--- config.mk ---
export PLATFORM = sky130hd
export DESIGN_NAME = dmem_store_buffer
export DESIGN_NICKNAME = d
export VERILOG_FILES = /design/src/rtl/dmem_pkg.sv /design/src/rtl/dmem_store_buffer_fifo.sv /design/src/rtl/dmem_store_buffer.sv
export SDC_FILE = /design/constraint.sdc
export NUM_CORES = 2
export LEC_CHECK = 0
export CORE_MARGIN = 3
export CORE_UTILIZATION = 45
export DETAILED_ROUTE_END_ITERATION = 6
export SYNTH_ARGS = -nofsm -noshare
export SYNTH_HDL_FRONTEND = slang
export SYNTH_HIERARCHICAL = 1
export SYNTH_SLANG_ARGS = --single-unit
--- constraint.sdc ---
create_clock -name clk -period 7.29 [get_ports clk]
set_clock_uncertainty 0.2 [all_clocks]
set_input_delay 1.8225 -clock clk [delete_from_list [all_inputs] [get_ports clk]]
set_output_delay 1.8225 -clock clk [all_outputs]
set_load 0.1 [all_outputs]
--- src/rtl/dmem_pkg.sv ---
// Shared types and default constants for the data-memory store buffer.
// Optional feature macro: DONE_TRAP_EN (see dmem_store_buffer.sv).
package dmem_pkg;

  localparam int SB_DATA_W    = 32;
  localparam int SB_MEM_WORDS = 64;
  localparam int SB_AW        = $clog2(SB_MEM_WORDS);
  localparam int SB_BUF_DEPTH = 4;

  localparam logic [31:0] DEF_TRAP_ADDR = 32'h64;
  localparam logic [31:0] DEF_TRAP_VAL  = 32'd7;

  // One queued store: word index into the RAM plus the data to write there.
  typedef struct packed {
    logic [SB_AW-1:0]     idx;
    logic [SB_DATA_W-1:0] data;
  } sb_entry_t;

endpackage

--- src/rtl/dmem_store_buffer_fifo.sv ---
// Circular store queue. Holds entries in arrival order and exposes every slot
// plus a per-slot valid mask so the parent can search for the youngest match.
// Handshake: push is only asserted by the parent when full==0, pop only when
// empty==0; both take effect on the same rising edge and leave count unchanged.
module store_fifo #(
  parameter int W     = 38,
  parameter int DEPTH = 4
) (
  input  logic                      clk,
  input  logic                      rst_n,
  input  logic                      push,
  input  logic                      pop,
  input  logic [W-1:0]              din,
  output logic [W-1:0]              head,
  output logic [DEPTH-1:0][W-1:0]   entries,
  output logic [DEPTH-1:0]          valid,
  output logic [$clog2(DEPTH)-1:0]  rd_ptr,
  output logic                      full,
  output logic                      empty
);

  localparam int PW = $clog2(DEPTH);
  localparam int CW = PW + 1;

  logic [DEPTH-1:0][W-1:0] slots;
  logic [PW-1:0]           wr_ptr;
  logic [CW-1:0]           count;
  logic [PW-1:0]           offset;

  // Slot storage needs no reset: only slots covered by the valid mask are read.
  always_ff @(posedge clk) begin
    if (push) slots[wr_ptr] <= din;
  end

  // Pointers and occupancy; pointers wrap naturally at the power-of-2 depth.
  always_ff @(posedge clk or negedge rst_n) begin
    if (!rst_n) begin
      wr_ptr <= '0;
      rd_ptr <= '0;
      count  <= '0;
    end else begin
      if (push) wr_ptr <= wr_ptr + 1'b1;
      if (pop)  rd_ptr <= rd_ptr + 1'b1;
      case ({push, pop})
        2'b10:   count <= count + 1'b1;
        2'b01:   count <= count - 1'b1;
        default: count <= count;
      endcase
    end
  end

  // A slot is live when its distance from the head is below the occupancy.
  always_comb begin
    valid  = '0;
    offset = '0;
    for (int i = 0; i < DEPTH; i++) begin
      offset   = PW'(i) - rd_ptr;
      valid[i] = ({1'b0, offset} < count);
    end
  end

  assign entries = slots;
  assign head    = slots[rd_ptr];
  assign full    = (count == CW'(DEPTH));
  assign empty   = (count == '0);

endmodule

--- src/rtl/dmem_store_buffer.sv ---
// Data-memory responder: queues core stores and retires them into a
// word-addressed RAM whenever drain_ok is high. Loads forward from the
// youngest matching queued store, otherwise read the RAM.
// Optional feature macro: DONE_TRAP_EN adds a sticky done flag raised when a
// store of TRAP_VAL to TRAP_ADDR retires; without it done is constant 0.
// Handshake: a store on MemWrite is taken on the rising edge where stall==0;
// while stall==1 the core must hold MemWrite/DataAdr/WriteData unchanged.
module dmem_store_buffer
  import dmem_pkg::*;
#(
  parameter int          DATA_W    = SB_DATA_W,
  parameter int          MEM_WORDS = SB_MEM_WORDS,
  parameter int          BUF_DEPTH = SB_BUF_DEPTH,
  parameter logic [31:0] TRAP_ADDR = DEF_TRAP_ADDR,
  parameter logic [31:0] TRAP_VAL  = DEF_TRAP_VAL
) (
  input  logic              clk,
  input  logic              reset_n,
  input  logic              MemWrite,
  input  logic [31:0]       DataAdr,
  input  logic [DATA_W-1:0] WriteData,
  output logic [DATA_W-1:0] ReadData,
  input  logic              drain_ok,
  output logic              stall,
  output logic              buf_empty,
  output logic              done
);

  localparam int AW = $clog2(MEM_WORDS);
  localparam int PW = $clog2(BUF_DEPTH);
  localparam int EW = $bits(sb_entry_t);

  logic [AW-1:0]                 idx;
  logic                          unused_adr;
  logic                          push;
  logic                          pop;
  logic                          full;
  logic                          empty;
  sb_entry_t                     din;
  sb_entry_t                     head;
  sb_entry_t                     cand;
  logic [BUF_DEPTH-1:0][EW-1:0]  entries;
  logic [BUF_DEPTH-1:0]          valid;
  logic [PW-1:0]                 rd_ptr;
  logic [PW-1:0]                 slot;
  logic [DATA_W-1:0]             ram [MEM_WORDS];

  // Byte offset bits are dropped and high address bits alias onto the RAM.
  assign idx        = DataAdr[AW+1:2];
  assign unused_adr = ^{DataAdr[31:AW+2], DataAdr[1:0]};

  // Full/empty come from registered occupancy, so a same-cycle drain never
  // lowers stall and a freshly pushed entry cannot retire on its push edge.
  assign push      = MemWrite && !full;
  assign pop       = drain_ok && !empty;
  assign stall     = full;
  assign buf_empty = empty;
  assign din       = '{idx: idx, data: WriteData};

  store_fifo #(
    .W     (EW),
    .DEPTH (BUF_DEPTH)
  ) u_fifo (
    .clk     (clk),
    .rst_n   (reset_n),
    .push    (push),
    .pop     (pop),
    .din     (din),
    .head    (head),
    .entries (entries),
    .valid   (valid),
    .rd_ptr  (rd_ptr),
    .full    (full),
    .empty   (empty)
  );

  // Retire the head entry into RAM; RAM contents survive reset.
  always_ff @(posedge clk) begin
    if (pop) ram[head.idx] <= head.data;
  end

  // Scan oldest to youngest so the last match (the youngest store) wins.
  always_comb begin
    ReadData = ram[idx];
    slot     = '0;
    cand     = '0;
    for (int k = 0; k < BUF_DEPTH; k++) begin
      slot = rd_ptr + PW'(k);
      cand = sb_entry_t'(entries[slot]);
      if (valid[slot] && (cand.idx == idx)) ReadData = cand.data;
    end
  end

`ifdef DONE_TRAP_EN
  localparam logic [AW-1:0] TRAP_IDX = TRAP_ADDR[AW+1:2];

  logic done_q;

  // Sticky flag set on the edge where the trap store retires into RAM.
  always_ff @(posedge clk or negedge reset_n) begin
    if (!reset_n) begin
      done_q <= 1'b0;
    end else if (pop && (head.idx == TRAP_IDX) &&
                 (head.data == TRAP_VAL[DATA_W-1:0])) begin
      done_q <= 1'b1;
    end
  end

  assign done = done_q;
`else
  logic unused_trap;
  assign unused_trap = ^{TRAP_ADDR, TRAP_VAL};
  assign done        = 1'b0;
`endif

endmodule

==> reports/metrics.yaml <==
endpoint_kind: "output pin"
clkTransAtPathRegs_ps: 60
yosys.area.top_type_share: 0.7430
synthTopCellsByArea: "edfxtp_1 74%, mux4_2 14%, mux2i_1 2.6%, nor2_1 0.76%, nand2_1 0.74%"
grt.overflow.total: 0
min_period_over_period: 0.9819
whs_ps: 324.9
routed_wl_um: 234400
rows: 162
cts_buffers: 219
clk_path_buf_depth: 3
fin_crit_ps: 7158
die_w_um: 450.5
grtUsageTotal: 0.2301
drt_iter0_drc: 5767
path_class: "input port to output pin"
antenna_left: 0
netSwitchingFraction: 0.3047
cp_top_family: "compound AO/OA/AOI/OAI gates"
drive_gt1_frac: 0.2770
cts_tree: "built"
crit_path_start_kind: "input port"
cap_violations: 0
internal-power_w: 0.02557
die-area_um2: 203000
synth.distinct_cells: 68
final_core_util: 0.5228
synth_nets: 4467
area_growth_pct: 15.02
worst_pin_slew_ps: 1237
die_y_um: 450.5
gp_congestion: 0.8240
maxSlewViolCount: 0
synth_area_leader_cell: "edfxtp_1"
cts_root_buf: "clkbuf_16"
yosys.cell_count.top_type: "edfxtp_1"
pwr-share-seq: 0.470
p_switching_w: 0.01121
clock_sinks: 2207
maxSlewHeadroom: 0.1751
post_drt_via_cell_ratio: 6.103
grt_pass1_vias: 45990
htree_levels: 4
dp_hpwl_um: 141400
syn_area_um2: 88910
grt_max_degree: 151
min-delay-start: "u_fifo/count[1]$_DFFE_PN0P_"
cp_num_buf_inv: 4
coreArea_um2: 195600
min_to: "u_fifo/count[1]$_DFFE_PN0P_"
yosysSeqAreaShare: 0.7450
rr_worst_depth: 6
layout.cells.non_filler: 7550
drc: 0
clk_latency_ps: 860
synth_edf_count: 2200
startpoint: "DataAdr[3]"
min_path_type: "flip-flop to flip-flop"
required_ps: 5270
first_pass_iters: 7
r2r_end: "ram[22][25]$_DFFE_PP_"
dp_cells: 7137
finalHoldViolations: 0
holdPathStages: 2
vias: 46080
regToRegStartpoint: "u_fifo/rd_ptr[1]$_DFFE_PN0P_"
synthArstFlopShare: 0.003172
yosys-top-cells-count: "2200 x edfxtp_1, 537 x mux4_2, 234 x mux2i_1"
setup_viol: 0
path_max_fanout: 49
synthFlopType: "edfxtp_1"
setup_tns_ps: 0
wl_per_cell_um: 31.05
comb_power_share: 0.230
power.total_w: 0.03677
syn_inst: 4389
grt_pass1_wl_um: 337500
slowest_delay_ps: 650
status: "finished, final reports clean"
antenna_found_initial: 12
fillers: 15270
fmax_ghz: 0.1397
p_leak_nw: 32.60
io_buffers: 75
crit_chain: "buf_8 -> buf_12 -> nand2_1 -> buf_4 -> o22ai_1 -> nor2_1 -> a21oi_1 -> a221oi_1 -> nand2_1 -> a31oi_1 -> buf_12"
synth.ff_latch_count: 2207
pin_count: 103
p_per_area_nw_per_um2: 359.6
fin_nets: 4812
ir_drop_mv: 0.3976
power.share.clock: 0.299
rsz0062_at_grt: "no"
rrSetupSlack_ps: 2520
syn_area_per_cell_um2: 20.26
yosysWarningCount: 6
arrival_ps: 5140
cpMaxStageDelayCell: "a221oi_1"
start_util: 0.4546
[how the worst max path moves through the flow]
stage	endpoint	depth (start not counted)
floorplan	ReadData[26]	11
detailed placement	ReadData[9]	16
CTS	ReadData[9]	16
global route	ReadData[18]	11
global placement	ReadData[9]	16
finish	ReadData[11]	11
[registers in the layout, indices dropped and copies added, names as in the netlist]
signal,flops
u_fifo/entries,152
ram,2048
u_fifo/count,3
u_fifo/rd_ptr,2
u_fifo/wr_ptr,2
[worst min-delay path: stages (launching register included)]
cell	delay, ps
dfrtp_1	370
nand2_1	50
o21ai_0	70
[cells in the final DEF, fill, tap and decap left out, types with 17 or more instances in the layout]
cell,instances
nor2b_1,33
clkinv_1,59
a211oi_1,34
a22oi_1,42
nand3_1,34
clkinv_2,48
buf_4,297
a22o_1,19
a21oi_1,83
o22ai_1,69
xnor2_1,22
clkdlybuf4s50_1,38
mux2_2,34
nand2b_1,17
nand2_1,175
clkbuf_16,221
mux2i_1,234
nor2_4,63
buf_12,64
o21ai_0,77
a31oi_1,42
clkbuf_1,33
nor2_1,113
bufinv_16,17
o221ai_1,41
mux4_2,538
a221oi_1,55
edfxtp_1,2200
[final cells by class]
cell class / instances / area (um2) / share of cell area
diodes: 5 / 12.51 / 0.0001223
clock buffers: 254 / 5654 / 0.05529
clock inverters: 154 / 1324 / 0.01294
inverters: 14 / 52.55 / 0.0005138
multi-input cells: 1888 / 21740 / 0.2126
flip-flops and latches: 2207 / 66250 / 0.6478
well taps: 2624 / 3283 / 0.03210
repair buffers: 404 / 3953 / 0.03865
[metrics by stage]
step,area (um2),worst slack [ps]
6_report,102300,132.1
5_1_grt,102300,0.7288
4_1_cts,102200,15.50
3_5_place_dp,95260,20.40
3_3_place_gp,95260,39.93
2_1_floorplan,88930,3.530
[power by group through the flow]
stage | clock, W | sequential, W | combinational (W)
6_report | 0.0110 | 0.0173 | 0.00846
5_1_grt | 0.0117 | 0.0173 | 0.00902
4_1_cts | 0.0112 | 0.0173 | 0.00850
3_5_place_dp | 0 | 0.0176 | 0.00848
3_3_place_gp | 0 | 0.0175 | 0.00824
2_1_floorplan | 0 | 0.0175 | 0.00502
[routing by layer]
layer	share of wire	wire length [um]	global-route usage	up-vias
li1	-	-	-	19100
met1	0.43	100000	0.3415	24730
met2	0.48	111400	0.3607	1928
met3	0.076	17740	0.03503	314
met4	0.022	5237	0.05675	2
met5	0.000060	14	0	-
[cell families after synthesis]
family,after synthesis,synth area share
buffers and inverters,294,0.01645
other,1,0.00004218
XOR/XNOR,28,0.002758
AND/OR/NAND/NOR,518,0.02606
flip-flops,2207,0.7450
adder cells (fa/ha/maj),10,0.001492
AO/OA/AOI/OAI,520,0.04057
multiplexers,811,0.1676
[timing repair]
action / 4_1_cts / 5_1_grt
hold buffers: 0 / 0
setup endpoints to repair: 0 / 17
endpoints found under the hold margin: 0 / 0
setup buffers: 0 / 0
resized for setup: 0 / 6
Note: power is estimated with default switching activity, not from simulation.
